===== src/rtl/mxrv_defines.sv =====
// Shared constants for the mxrv fetch slice: datapath width, reset vector,
// PC step and the canonical NOP encoding.
package mxrv_defines;

    localparam int              XLEN      = 32;
    localparam logic [XLEN-1:0] RESET_PC  = 32'h0000_0000;
    localparam logic [XLEN-1:0] WORD_STEP = 32'd4;
    localparam logic [XLEN-1:0] NOP_INST  = 32'h0000_0013;

endpackage


===== src/rtl/mxrv_fetch_buf.sv =====
// Circular instruction buffer holding packed {pc, inst} entries; the head entry
// is always presented, flush empties it in one cycle.
module mxrv_fetch_buf #(
    parameter int WIDTH = 64,
    parameter int DEPTH = 2
) (
    input  logic                     clk,
    input  logic                     rst_n,
    input  logic                     push,
    input  logic [WIDTH-1:0]         push_data,
    input  logic                     pop,
    input  logic                     flush,
    output logic [WIDTH-1:0]         head_data,
    output logic [$clog2(DEPTH):0]   count,
    output logic                     empty
);

    localparam int AW = $clog2(DEPTH);
    localparam int CW = AW + 1;

    logic [WIDTH-1:0] mem_q [DEPTH];
    logic [AW-1:0]    wr_ptr_q;
    logic [AW-1:0]    rd_ptr_q;
    logic [CW-1:0]    count_q;

    // NOTE: storage is reset so the head outputs read as zero out of reset;
    // the array is tiny, so this costs only a handful of flop resets.
    // NOTE: state is updated with non-blocking assignments so every register
    // samples its inputs from before the edge.
    always_ff @(posedge clk or negedge rst_n) begin
        if (!rst_n) begin
            wr_ptr_q <= '0;
            rd_ptr_q <= '0;
            count_q  <= '0;
            for (int i = 0; i < DEPTH; i++) begin
                mem_q[i] <= '0;
            end
        end else if (flush) begin
            wr_ptr_q <= '0;
            rd_ptr_q <= '0;
            count_q  <= '0;
        end else begin
            if (push) begin
                mem_q[wr_ptr_q] <= push_data;
                wr_ptr_q        <= wr_ptr_q + 1'b1;
            end
            if (pop) begin
                rd_ptr_q <= rd_ptr_q + 1'b1;
            end
            count_q <= count_q + CW'(push) - CW'(pop);
        end
    end

    assign head_data = mem_q[rd_ptr_q];
    assign count     = count_q;
    assign empty     = (count_q == '0);

endmodule


===== src/rtl/mxrv_fetch.sv =====
// Instruction fetch stage: owns the PC, issues credit-limited ROM requests,
// buffers 1-cycle-latency responses and hands {pc, inst} pairs to decode.
module mxrv_fetch
    import mxrv_defines::*;
#(
    parameter int              XLEN      = mxrv_defines::XLEN,
    parameter logic [XLEN-1:0] RESET_PC  = mxrv_defines::RESET_PC,
    parameter int              BUF_DEPTH = 2
) (
    input  logic            clk,
    input  logic            rst_n,
    output logic [XLEN-1:0] rom_pc_o,
    output logic            rom_rd_valid_o,
    input  logic            rom_rd_ready_i,
    input  logic [XLEN-1:0] rom_inst_i,
    input  logic            rom_inst_valid_i,
    input  logic            redirect_i,
    input  logic [XLEN-1:0] redirect_pc_i,
    input  logic            halt_i,
    output logic            id_valid_o,
    input  logic            id_ready_i,
    output logic [XLEN-1:0] id_inst_o,
    output logic [XLEN-1:0] id_pc_o,
    output logic            misalign_o
);

    localparam int CW = $clog2(BUF_DEPTH) + 1;

    logic [XLEN-1:0]   fetch_pc_q;
    logic [XLEN-1:0]   req_pc_q;
    logic              outstanding_q;
    logic              drop_q;
    logic              misalign_q;

    logic [CW-1:0]     buf_count;
    logic              buf_empty;
    logic [2*XLEN-1:0] buf_head;

    logic              pop;
    logic              resp;
    logic              push;
    logic              accept;
    logic [CW:0]       in_use;

    assign pop  = id_valid_o && id_ready_i;
    assign resp = rom_inst_valid_i && outstanding_q;
    assign push = resp && !drop_q && !redirect_i;

    // Slots committed for the next cycle: the entry leaving this cycle frees its
    // slot, which is what lets a two-entry buffer sustain one fetch per cycle.
    assign in_use = {1'b0, buf_count} + (CW+1)'(outstanding_q) - (CW+1)'(pop);

    assign rom_rd_valid_o = rst_n && !halt_i && !redirect_i
                            && (in_use < (CW+1)'(BUF_DEPTH));
    assign accept         = rom_rd_valid_o && rom_rd_ready_i;
    assign rom_pc_o       = fetch_pc_q;

    always_ff @(posedge clk or negedge rst_n) begin
        if (!rst_n) begin
            fetch_pc_q    <= RESET_PC;
            req_pc_q      <= '0;
            outstanding_q <= 1'b0;
            drop_q        <= 1'b0;
            misalign_q    <= 1'b0;
        end else begin
            outstanding_q <= accept || (outstanding_q && !resp);
            misalign_q    <= redirect_i && (redirect_pc_i[1:0] != 2'b00);
            if (redirect_i) begin
                fetch_pc_q <= {redirect_pc_i[XLEN-1:2], 2'b00};
                // A response landing this cycle is already killed by the flush.
                drop_q     <= outstanding_q && !resp;
            end else begin
                if (accept) begin
                    fetch_pc_q <= fetch_pc_q + XLEN'(WORD_STEP);
                    req_pc_q   <= fetch_pc_q;
                end
                if (resp) begin
                    drop_q <= 1'b0;
                end
            end
        end
    end

    mxrv_fetch_buf #(
        .WIDTH (2*XLEN),
        .DEPTH (BUF_DEPTH)
    ) u_buf (
        .clk       (clk),
        .rst_n     (rst_n),
        .push      (push),
        .push_data ({req_pc_q, rom_inst_i}),
        .pop       (pop),
        .flush     (redirect_i),
        .head_data (buf_head),
        .count     (buf_count),
        .empty     (buf_empty)
    );

    assign id_valid_o           = !buf_empty;
    assign {id_pc_o, id_inst_o} = buf_head;
    assign misalign_o           = misalign_q;

endmodule


===== config.mk =====
export PLATFORM = sky130hd
export DESIGN_NAME = mxrv_fetch
export DESIGN_NICKNAME = d
export VERILOG_FILES = /design/src/rtl/mxrv_defines.sv /design/src/rtl/mxrv_fetch_buf.sv /design/src/rtl/mxrv_fetch.sv
export SDC_FILE = /design/constraint.sdc
export NUM_CORES = 1
export LEC_CHECK = 0
export BUFFER_PORTS_ARGS = -buffer_cell sky130_fd_sc_hd__clkbuf_2
export CAP_MARGIN = 20
export CELL_PAD_IN_SITES_DETAIL_PLACEMENT = 1
export CELL_PAD_IN_SITES_GLOBAL_PLACEMENT = 1
export CORE_MARGIN = 2
export CORE_UTILIZATION = 44
export DETAILED_ROUTE_END_ITERATION = 7
export PLACE_DENSITY_LB_ADDON = 0.12
export SLEW_MARGIN = 20
export SYNTH_ARGS = -nofsm -noshare
export SYNTH_HDL_FRONTEND = slang
export SYNTH_SLANG_ARGS = --single-unit
export TNS_END_PERCENT = 1

===== constraint.sdc =====
create_clock -name clk -period 4.2 [get_ports clk]
set_clock_uncertainty 0.15 [all_clocks]
set_input_delay 0.21 -clock clk [delete_from_list [all_inputs] [get_ports clk]]
set_output_delay 0.21 -clock clk [all_outputs]
set_load 0.1 [all_outputs]

# [After elaboration in Yosys (flattened, before gate mapping)]
# Cells that the tools add are included.
[word_totals] reg_bits=199
[op_classes] add_sub_neg=7 n_lt_le_gt_ge=4 muxes=15 bitwise_logic=3 reduce_logical=25
[ops] cell="$mux W64" n=4
[ops] cell="$bwmux W128" n=1
[ops] cell="$demux W64 S1" n=1
[ops] cell="$mux W32" n=2
[ops] cell="$add A32 B3 Y32 const B" n=1
[ops] cell="$logic_and A1 B1 Y1" n=11
[ops] cell="$reduce_bool A2 Y1" n=5
[ops] cell="$mux W1" n=6
[ops] cell="$logic_not A1 Y1" n=5
[ops] cell="$ge A2 B2 Y1 const B" n=2
[ops] cell="$not A1 Y2" n=2
[ops] cell="$reduce_and A2 Y1" n=2
[ops] cell="$add A2 B1 Y3" n=1
[ops] cell="$lt A3 B2 Y1 const B" n=1
[ops] cell="$sub A3 B1 Y3" n=1
[ops] cell="$add A1 B1 Y1 const B" n=2
[ops] cell="$add A2 B1 Y2" n=1
[ops] cell="$logic_not A2 Y1" n=1
[ops] cell="$lt A2 B1 Y1 const B" n=1
[ops] cell="$mux W2" n=1
[ops] cell="$sub A2 B1 Y2" n=1
[ops] cell="$logic_or A1 B1 Y1" n=1
[ops] cell="$not A1 Y1" n=1

# [Logic depth before layout (Yosys ltp)]
# Gate-level depths: netlist of run 1.
[logic_depth] ltp_word=9 ltp_mapped=13

# [Modules after synthesis]
# From an unflattened synthesis of run 1, not the netlist that was laid out.
[unflattened] hier_cells=643 area_unflattened_um2=9090.0
[modules_own_cells] module="mxrv_fetch_buf" n_inst=1 cells_per_inst=359 area_per_inst_um2=6052.1
[modules_own_cells] module="mxrv_fetch" n_inst=1 cells_per_inst=284 area_per_inst_um2=3037.9

# [Worst setup path before layout of run 1]
# Ideal clock, no wire load.
[synth_path] path_kind="reg2out" from="register u_buf.count_q[1], in the netlist u_buf.count[1]" to="output rom_rd_valid_o" arrival_ps=4982 required_ps=3840 setup_slack_ps=-1142 path_stages_with_launch=10 n_path_buf=0 cell_sequence="dfrtp_1 > inv_1 > nand2_1 > and2_1 > ha_1 > inv_1 > nand2_1 > fa_1 > or3b_1 > nor3b_1"
[synth_between] elab_chain_len=6 elab_cells_between_ends=7
[synth_rtl] element="start: declaration" line="mxrv_fetch_buf.sv:24" rtl="logic [CW-1:0] count_q;"
[synth_rtl] element="start signal: assignment" line="mxrv_fetch_buf.sv:50" rtl="count_q <= count_q + CW'(push) - CW'(pop);"
[synth_rtl] element="$logic_not A2 Y1" line="mxrv_fetch_buf.sv:56" rtl="assign empty = (count_q == '0);"
[synth_rtl] element="$logic_not A1 Y1" line="mxrv_fetch.sv:99" rtl="assign id_valid_o = !buf_empty;"
[synth_rtl] element="net id_valid_o" line="mxrv_fetch.sv:20" rtl="output logic id_valid_o,"
[synth_rtl] element="$logic_and A1 B1 Y1" line="mxrv_fetch.sv:45" rtl="assign pop = id_valid_o && id_ready_i;"
[synth_rtl] element="$sub A3 B1 Y3" line="mxrv_fetch.sv:51" rtl="assign in_use = {1'b0, buf_count} + (CW+1)'(outstanding_q) - (CW+1)'(pop);"
[synth_rtl] element="$lt A3 B2 Y1" line="mxrv_fetch.sv:54" rtl="&& (in_use < (CW+1)'(BUF_DEPTH));"
[synth_rtl] element="$logic_and A1 B1 Y1" line="mxrv_fetch.sv:54"
[synth_rtl] element="end: declaration" line="mxrv_fetch.sv:13" rtl="output logic rom_rd_valid_o,"
# The timed path passes the listed nets, and every way through them passes these cells.

# [Worst setup path in the final report of run 1]
[layout_path] from="register u_buf.count_q[1], in the netlist u_buf.count[1]" to="output rom_rd_valid_o"
[layout_between] elab_chain_len=6 elab_cells_between_ends=7
[layout_rtl] element="parallel branches: the longest is 3 deep, another holds $add A2 B1 Y3"
[layout_rtl] element="$sub A3 B1 Y3 *" line="mxrv_fetch.sv:51"
[layout_rtl] element="$lt A3 B2 Y1 *" line="mxrv_fetch.sv:54"
[layout_rtl] element="$logic_and A1 B1 Y1 *" line="mxrv_fetch.sv:54"
# Every way passes the cells marked *.

==> reports/metrics.cfg, run 1 <==
[outcome]
status = finished, final reports clean

[timing]
rsz0062_at_grt = no
fin_setup_tns_ns = 0
hold_violations = 0
fin_crit_ns = 3.707
setup_viol = 0
worst_pin_slew_ns = 1.010
fin_crit_sh = 0.8825
maxSlewViolCount = 0
max_freq_ghz = 0.2698
max_slew_margin = 0.3269

[drt]
drtPass1Iterations = 4
vias = 6191
vias_per_cell = 5.155
wirelength_mm = 22.55
drt_iter0_drc = 282
ant_nets = 0
avgRoutedWirePerCell_um = 18.78
route.detailed.drc = 0

[hold_path]
hold_depth = 4
min_to = rom_pc_o[17]$_DFFE_PN0P_
min_from = redirect_pc_i[17]
hp-class = primary input to flip-flop

[synth]
synthFlopType = dfrtp_1
syn_inst = 703
netlist-cell-type-count = 44
async_flop_share = 1.000
synth.top_cells.by_area = dfrtp_1, mux2_2, nand2_1
syn-cell-area_um2 = 8610
synth_top_area_share = 0.5552
synth_top_area_cell = dfrtp_1
synth-edff-count = 0
synth.avg_cell_area_um2 = 12.25
ys_seq_area_frac = 0.5552
ys_warn_count = 0
synth-seq-cells = 191

[job]
drv_cap = 0

[global_route]
grt_pass1_wl_mm = 36.04
grt.total_usage = 0.2251
gr-total-overflow = 0
antenna_found_initial = 0
grt_pass1_vias = 6876
grt_max_degree = 165

[critical_path]
timing.rr.end = rom_pc_o[16]$_DFFE_PN0P_
r2r-start = u_buf.count[1]$_DFF_PN0_
worstPathRequired_ns = 3.84
startpoint = u_buf.count[1]$_DFF_PN0_
crit_type = flip-flop to primary output
cp-end-kind = primary output
cp-start-kind = flip-flop
r2r_cells = 12
arrival_ns = 3.35
critPathMaxFanout = 4
r2r_setup_slack_ns = 0.59

[placement]
dpl.cell_count = 1105
place_congestion = 0.8020
dp_hpwl_mm = 14.79
port_buffers = 165

[cts]
clk_path_buf_depth = 2
tritoncts = yes
clk_latency_ns = 0.43
clk_pin_slew_ns = 0.07
cts-htree-levels = 4
cts_buffers = 17
ctsResizeCount = 0
clock_sinks = 191
root_buffer = clkbuf_16

[die]
die-area_um2 = 20700
coreArea_um2 = 19330
start_util = 0.4453
die_w_um = 143.9
die_h_um = 143.9
ios = 170
rows = 51

[finish]
fin_cells = 1201
n_antenna_cell = 0
areaGrowthSynthToFinish_pct = 27.61
final_common_cell = dfrtp_1
finish.net_count = 1000
most-common-layout-cells = dfrtp_1, mux2_2, clkbuf_2
drive_above_1_share = 0.4306

[pwr]
p_per_area_nw_per_um2 = 813.6
irDropWorstVdd_mv = 0.3436
p_leak_nw = 5.453

worst max path at each step:
stage / end
floorplan: rom_pc_o[31]$_DFFE_PN0P_
global route: rom_rd_valid_o
detailed placement: rom_pc_o[14]$_DFFE_PN0P_
global placement: rom_pc_o[14]$_DFFE_PN0P_
CTS: rom_rd_valid_o
finish: rom_rd_valid_o
what timing repair did:
action	in CTS	in global routing
buffers inserted	0	0
hold endpoints to repair	123	0
hold buffers	65	0
synthesized netlist by cell type (2+ instances only):
cell type  count
mux2i_1        3
o21ai_1        2
clkbuf_1      19
ha_1           4
xnor2_1       16
buf_4          4
dfrtp_1      191
a21oi_1        5
buf_2         10
nor4_1         3
o21ai_0       23
o311ai_0       2
nor2_1        14
and4_1         7
nor4_2         2
xor2_1         8
nand3_1        9
and3_1         3
nor3_1         7
nand2_1      134
o211ai_1       3
or3_1          2
mux2_2       187
a31o_2         2
buf_1          6
nand4_1       10
inv_1          7
and2_1         4
metrics by stage:
step           total power, mW  setup slack (ns)  utilization  hold WS, ns  cell area, um^2
2_1_floorplan            6.453            0.1957            -      -0.2356             8632
3_3_place_gp             7.099            0.7817       0.5028     -0.02887             9721
3_5_place_dp             7.228            0.5816       0.5028     -0.02470             9721
4_1_cts                  9.010            0.4559       0.5682      0.01467            10990
5_1_grt                  9.327            0.3314       0.5682      0.01213            10990
6_report                 8.939            0.4933       0.5682      0.01809            10990
power breakdown:
part / switching [mW] / leakage, nW / internal (mW)
logic: 3.48 / 2.65 / 0.997
registers: 0.392 / 2.50 / 2.35
clock network: 0.746 / 0.298 / 0.967
layer usage:
layer	vias up	part of all wire	global-route usage
met2	134	0.52	0.4033
met5	-	0	0
met1	3173	0.44	0.2855
met4	0	0.0074	0.04954
li1	2868	-	-
met3	16	0.038	0.03899
cell families (layout without fill, tap and decap cells):
kind of cell | count (synthesis) | after routing | synth area share
DFF | 191 | 191 | 0.5552
xor gates and xnor gates | 24 | 24 | 0.02441
other | 1 | 4 | 0.0004356
and+or+nand+nor | 205 | 205 | 0.1125
buffers and inverters | 46 | 276 | 0.02325
muxes | 190 | 190 | 0.2481
adders and majority gates | 5 | 5 | 0.008139
AOI/OAI and AO/OA | 41 | 41 | 0.02805
state kept, by name, summed over array words and instances, names as in the netlist:
| name | count |
|---|---|
| rom_pc_o | 30 |
| req_pc_q | 30 |
| u_buf.mem_q | 124 |
| misalign_o | 1 |
| u_buf.count | 2 |
| drop_q | 1 |
| u_buf.wr_ptr_q | 1 |
| outstanding_q | 1 |
| u_buf.rd_ptr_q | 1 |
critical path, cell delays in order (launching register included):
cell      delay [ns]
dfrtp_1         0.42
inv_1           0.10
nand2_1         0.07
and2_1          0.18
ha_1            0.28
inv_1           0.07
nand2_1         0.07
fa_1            0.52
or3b_1          0.49
nor3b_4         0.23
clkbuf_2        0.48
final cells by class:
cell class	instances	area, um^2
Sequential cell	191	4781
Timing Repair Buffer	238	1558
Clock buffer	18	439.2
Tap cell	265	331.6
Inverter	7	26.28
Multi-Input combinational cell	469	3675
Fill cell	2036	8348
Clock inverter	13	176.4
Power figures use the tool's default switching activity.
==> run 2, diff against run 1 <==
--- a/config.mk
+++ b/config.mk
@@ -13,6 +13,7 @@
 export CORE_UTILIZATION = 44
 export DETAILED_ROUTE_END_ITERATION = 7
 export PLACE_DENSITY_LB_ADDON = 0.12
+export RECOVER_POWER = 100
 export SLEW_MARGIN = 20
 export SYNTH_ARGS = -nofsm -noshare
 export SYNTH_HDL_FRONTEND = slang
==> run 2 against run 1 <==
  * The run now ends with max-capacitance violations, max-slew violations left
  * Fmax shrank 2.1%
  * Setup slack worse by 0.078 ns
  * Critical endpoint is now rom_pc_o[15]$_DFFE_PN0P_
  * Global-route usage unchanged
  * Combinational power down 1%
  * Total power fell by 0.73%
  * Routed wire length about the same
  * Flip-flop and latch count unchanged
  * Die area is the same
  * Count of clock-buffer cells in the layout did not move
  * Highest routed layer unchanged
  * Cell count stayed put
==> reports/metrics.cfg, run 2 (synthesis gave the netlist of run 1 again) <==
[timing]
maxSlewViolCount = 291  ; was 0
fin_setup_tns_ns = 0  ; unchanged
fin_crit_sh = 0.9012  ; was 0.8825
fin_crit_ns = 3.785  ; was 3.707 ns
max_slew_margin = -0.5026  ; was 0.3269
worst_pin_slew_ns = 2.254  ; was 1.010 ns
setup_viol = 0  ; unchanged
max_freq_ghz = 0.2642  ; was 0.2698 GHz
rsz0062_at_grt = no  ; unchanged
hold_violations = 0  ; unchanged

[critical_path]
arrival_ns = 3.99  ; was 3.35 ns
r2r_cells = 13  ; was 12
cp-start-kind = flip-flop  ; unchanged
worstPathRequired_ns = 4.41  ; was 3.84 ns
r2r_setup_slack_ns = 0.41  ; was 0.59 ns
critPathMaxFanout = 34  ; was 4
timing.rr.end = rom_pc_o[15]$_DFFE_PN0P_  ; was rom_pc_o[16]$_DFFE_PN0P_
r2r-start = u_buf.count[1]$_DFF_PN0_  ; unchanged
cp-end-kind = flip-flop  ; was primary output
crit_type = flip-flop to flip-flop  ; was flip-flop to primary output

[hold_path]
min_from = redirect_pc_i[17]  ; unchanged
hold_depth = 4  ; unchanged
hp-class = primary input to flip-flop  ; unchanged
min_to = rom_pc_o[17]$_DFFE_PN0P_  ; unchanged

[global_route]
grt_pass1_wl_mm = 36.04  ; unchanged
gr-total-overflow = 0  ; unchanged
met2_usage = 0.4033  ; unchanged
grt.total_usage = 0.2251  ; unchanged
antenna_found_initial = 0  ; unchanged
use_met1 = 0.2855  ; unchanged
grt_util_met3 = 0.03899  ; unchanged
grt_max_degree = 165  ; unchanged
grt_pass1_vias = 6876  ; unchanged
grt.busiest_layer = met2  ; unchanged

[die]
ios = 170  ; unchanged
die_w_um = 143.9  ; unchanged
die-area_um2 = 20700  ; unchanged
start_util = 0.4453  ; unchanged
coreArea_um2 = 19330  ; unchanged
rows = 51  ; unchanged
die_h_um = 143.9  ; unchanged

[drt]
ant_nets = 0  ; unchanged
vias_per_cell = 5.150  ; was 5.155
vias = 6185  ; was 6191
drt_iter0_drc = 278  ; was 282
drtPass1Iterations = 5  ; was 4
wirelength_mm = 22.57  ; was 22.55 mm
avgRoutedWirePerCell_um = 18.79  ; was 18.78 um
route.detailed.drc = 0  ; unchanged

[pwr]
irDropWorstVdd_mv = 0.3436  ; about the same
p_per_area_nw_per_um2 = 819.6  ; was 813.6 nW/um^2
p_leak_nw = 5.238  ; was 5.453 nW

[placement]
placedInstanceArea_um2 = 9721  ; unchanged
dp_hpwl_mm = 14.79  ; unchanged
place_congestion = 0.8020  ; unchanged
port_buffers = 165  ; unchanged

[cts]
clk_latency_ns = 0.42  ; was 0.43 ns
cts_setup_buffers = 0  ; unchanged
cts-htree-levels = 4  ; unchanged
tritoncts = yes  ; unchanged
root_buffer = clkbuf_16  ; unchanged
clock_sinks = 191  ; unchanged
ctsResizeCount = 0  ; unchanged
cts_buffers = 17  ; unchanged
clk_path_buf_depth = 2  ; unchanged
clk_pin_slew_ns = 0.07  ; about the same

[finish]
regArea_um2 = 4780  ; was 4781 um^2
finish.net_count = 1000  ; unchanged
fill_cells = 2082  ; was 2036
areaGrowthSynthToFinish_pct = 25.77  ; was 27.61%
n_antenna_cell = 0  ; unchanged
drive_above_1_share = 0.3622  ; was 0.4306
final_area_um2 = 10830  ; was 10990 um^2
largest_register_ffs = 124  ; unchanged
multi_input_area_um2 = 3608  ; was 3675 um^2
most-common-layout-cells = dfrtp_1, mux2_2, nand2_1  ; was dfrtp_1, mux2_2, clkbuf_2
largest-register = u_buf.mem_q  ; unchanged
final_common_cell = dfrtp_1  ; unchanged

[outcome]
status = complete, but fails checks  ; was finished, final reports clean
violations = max-capacitance violations, max-slew violations

[job]
drv_cap = 3  ; was 0

run 2: cell count changes in the layout (fill, tap and decap cells not counted), sizes merged:
cell | previous run | this run
clkbuf | 183 | 188
buf | 8 | 3
run 2: metrics by stage:
stage | setup slack [ns] | hold slack, ns | power [mW] | std cells | util
6_report | 0.4149 | 0.02813 | 8.874 | 1201 | 0.5600
5_1_grt | 0.2054 | 0.01213 | 9.260 | 1201 | 0.5600
4_1_cts | 0.4559 | 0.01467 | 9.010 | 1201 | 0.5682
3_5_place_dp | 0.5816 | -0.02470 | 7.228 | 1105 | 0.5028
3_3_place_gp | 0.7817 | -0.02887 | 7.099 | 1105 | 0.5028
2_1_floorplan | 0.1957 | -0.2356 | 6.453 | 706 | -
run 2: how the worst max path moves through the flow:
stage,startpoint,endpoint,slack (ns),cells after the start
3_3_place_gp,u_buf.count[1]$_DFF_PN0_,rom_pc_o[14]$_DFFE_PN0P_,0.78,12
5_1_grt,u_buf.count[1]$_DFF_PN0_,rom_pc_o[15]$_DFFE_PN0P_,0.21,13
3_5_place_dp,u_buf.count[1]$_DFF_PN0_,rom_pc_o[14]$_DFFE_PN0P_,0.58,12
4_1_cts,u_buf.count[1]$_DFF_PN0_,rom_rd_valid_o,0.46,10
2_1_floorplan,u_buf.count[1]$_DFF_PN0_,rom_pc_o[31]$_DFFE_PN0P_,0.20,13
6_report,u_buf.count[1]$_DFF_PN0_,rom_pc_o[15]$_DFFE_PN0P_,0.41,13
run 2: what timing repair did:
action | CTS | global route
hold buffers | 65 | 0
endpoints found under the hold margin | 123 | 0
setup endpoints to repair | 0 | 0
run 2: critical path, stage by stage, from the launching register on:
cell and delay (ns):
dfrtp_1 0.42, inv_1 0.10, nand2_1 0.07, and2_0 0.19, ha_1 0.29, inv_1 0.07
nand2_1 0.07, fa_1 0.51, or3b_1 0.43, or3_1 0.44, clkbuf_2 0.45, a21oi_1 0.29
o21ai_0 0.11, nand3_1 0.10
run 2: routing by layer:
metal | part of all wire | up-vias
met5 | 0 | -
met4 | 0.0066 | 0
met3 | 0.039 | 13
met2 | 0.52 | 149
met1 | 0.44 | 3154
li1 | - | 2869
run 2: power breakdown:
group	total, mW	internal, mW	switching (mW)	leakage (nW)
logic	4.42	0.951	3.47	2.44
registers	2.74	2.35	0.388	2.50
clock network	1.71	0.967	0.743	0.298
run 2: area by class of cell:
class	count	share of cell area
clock inverter	13	0.01629
timing repair buffer	238	0.1354
inverter	7	0.002427
sequential	191	0.4414
tap	265	0.03062
multi-input combinational	469	0.3333
clock buffer	18	0.04056
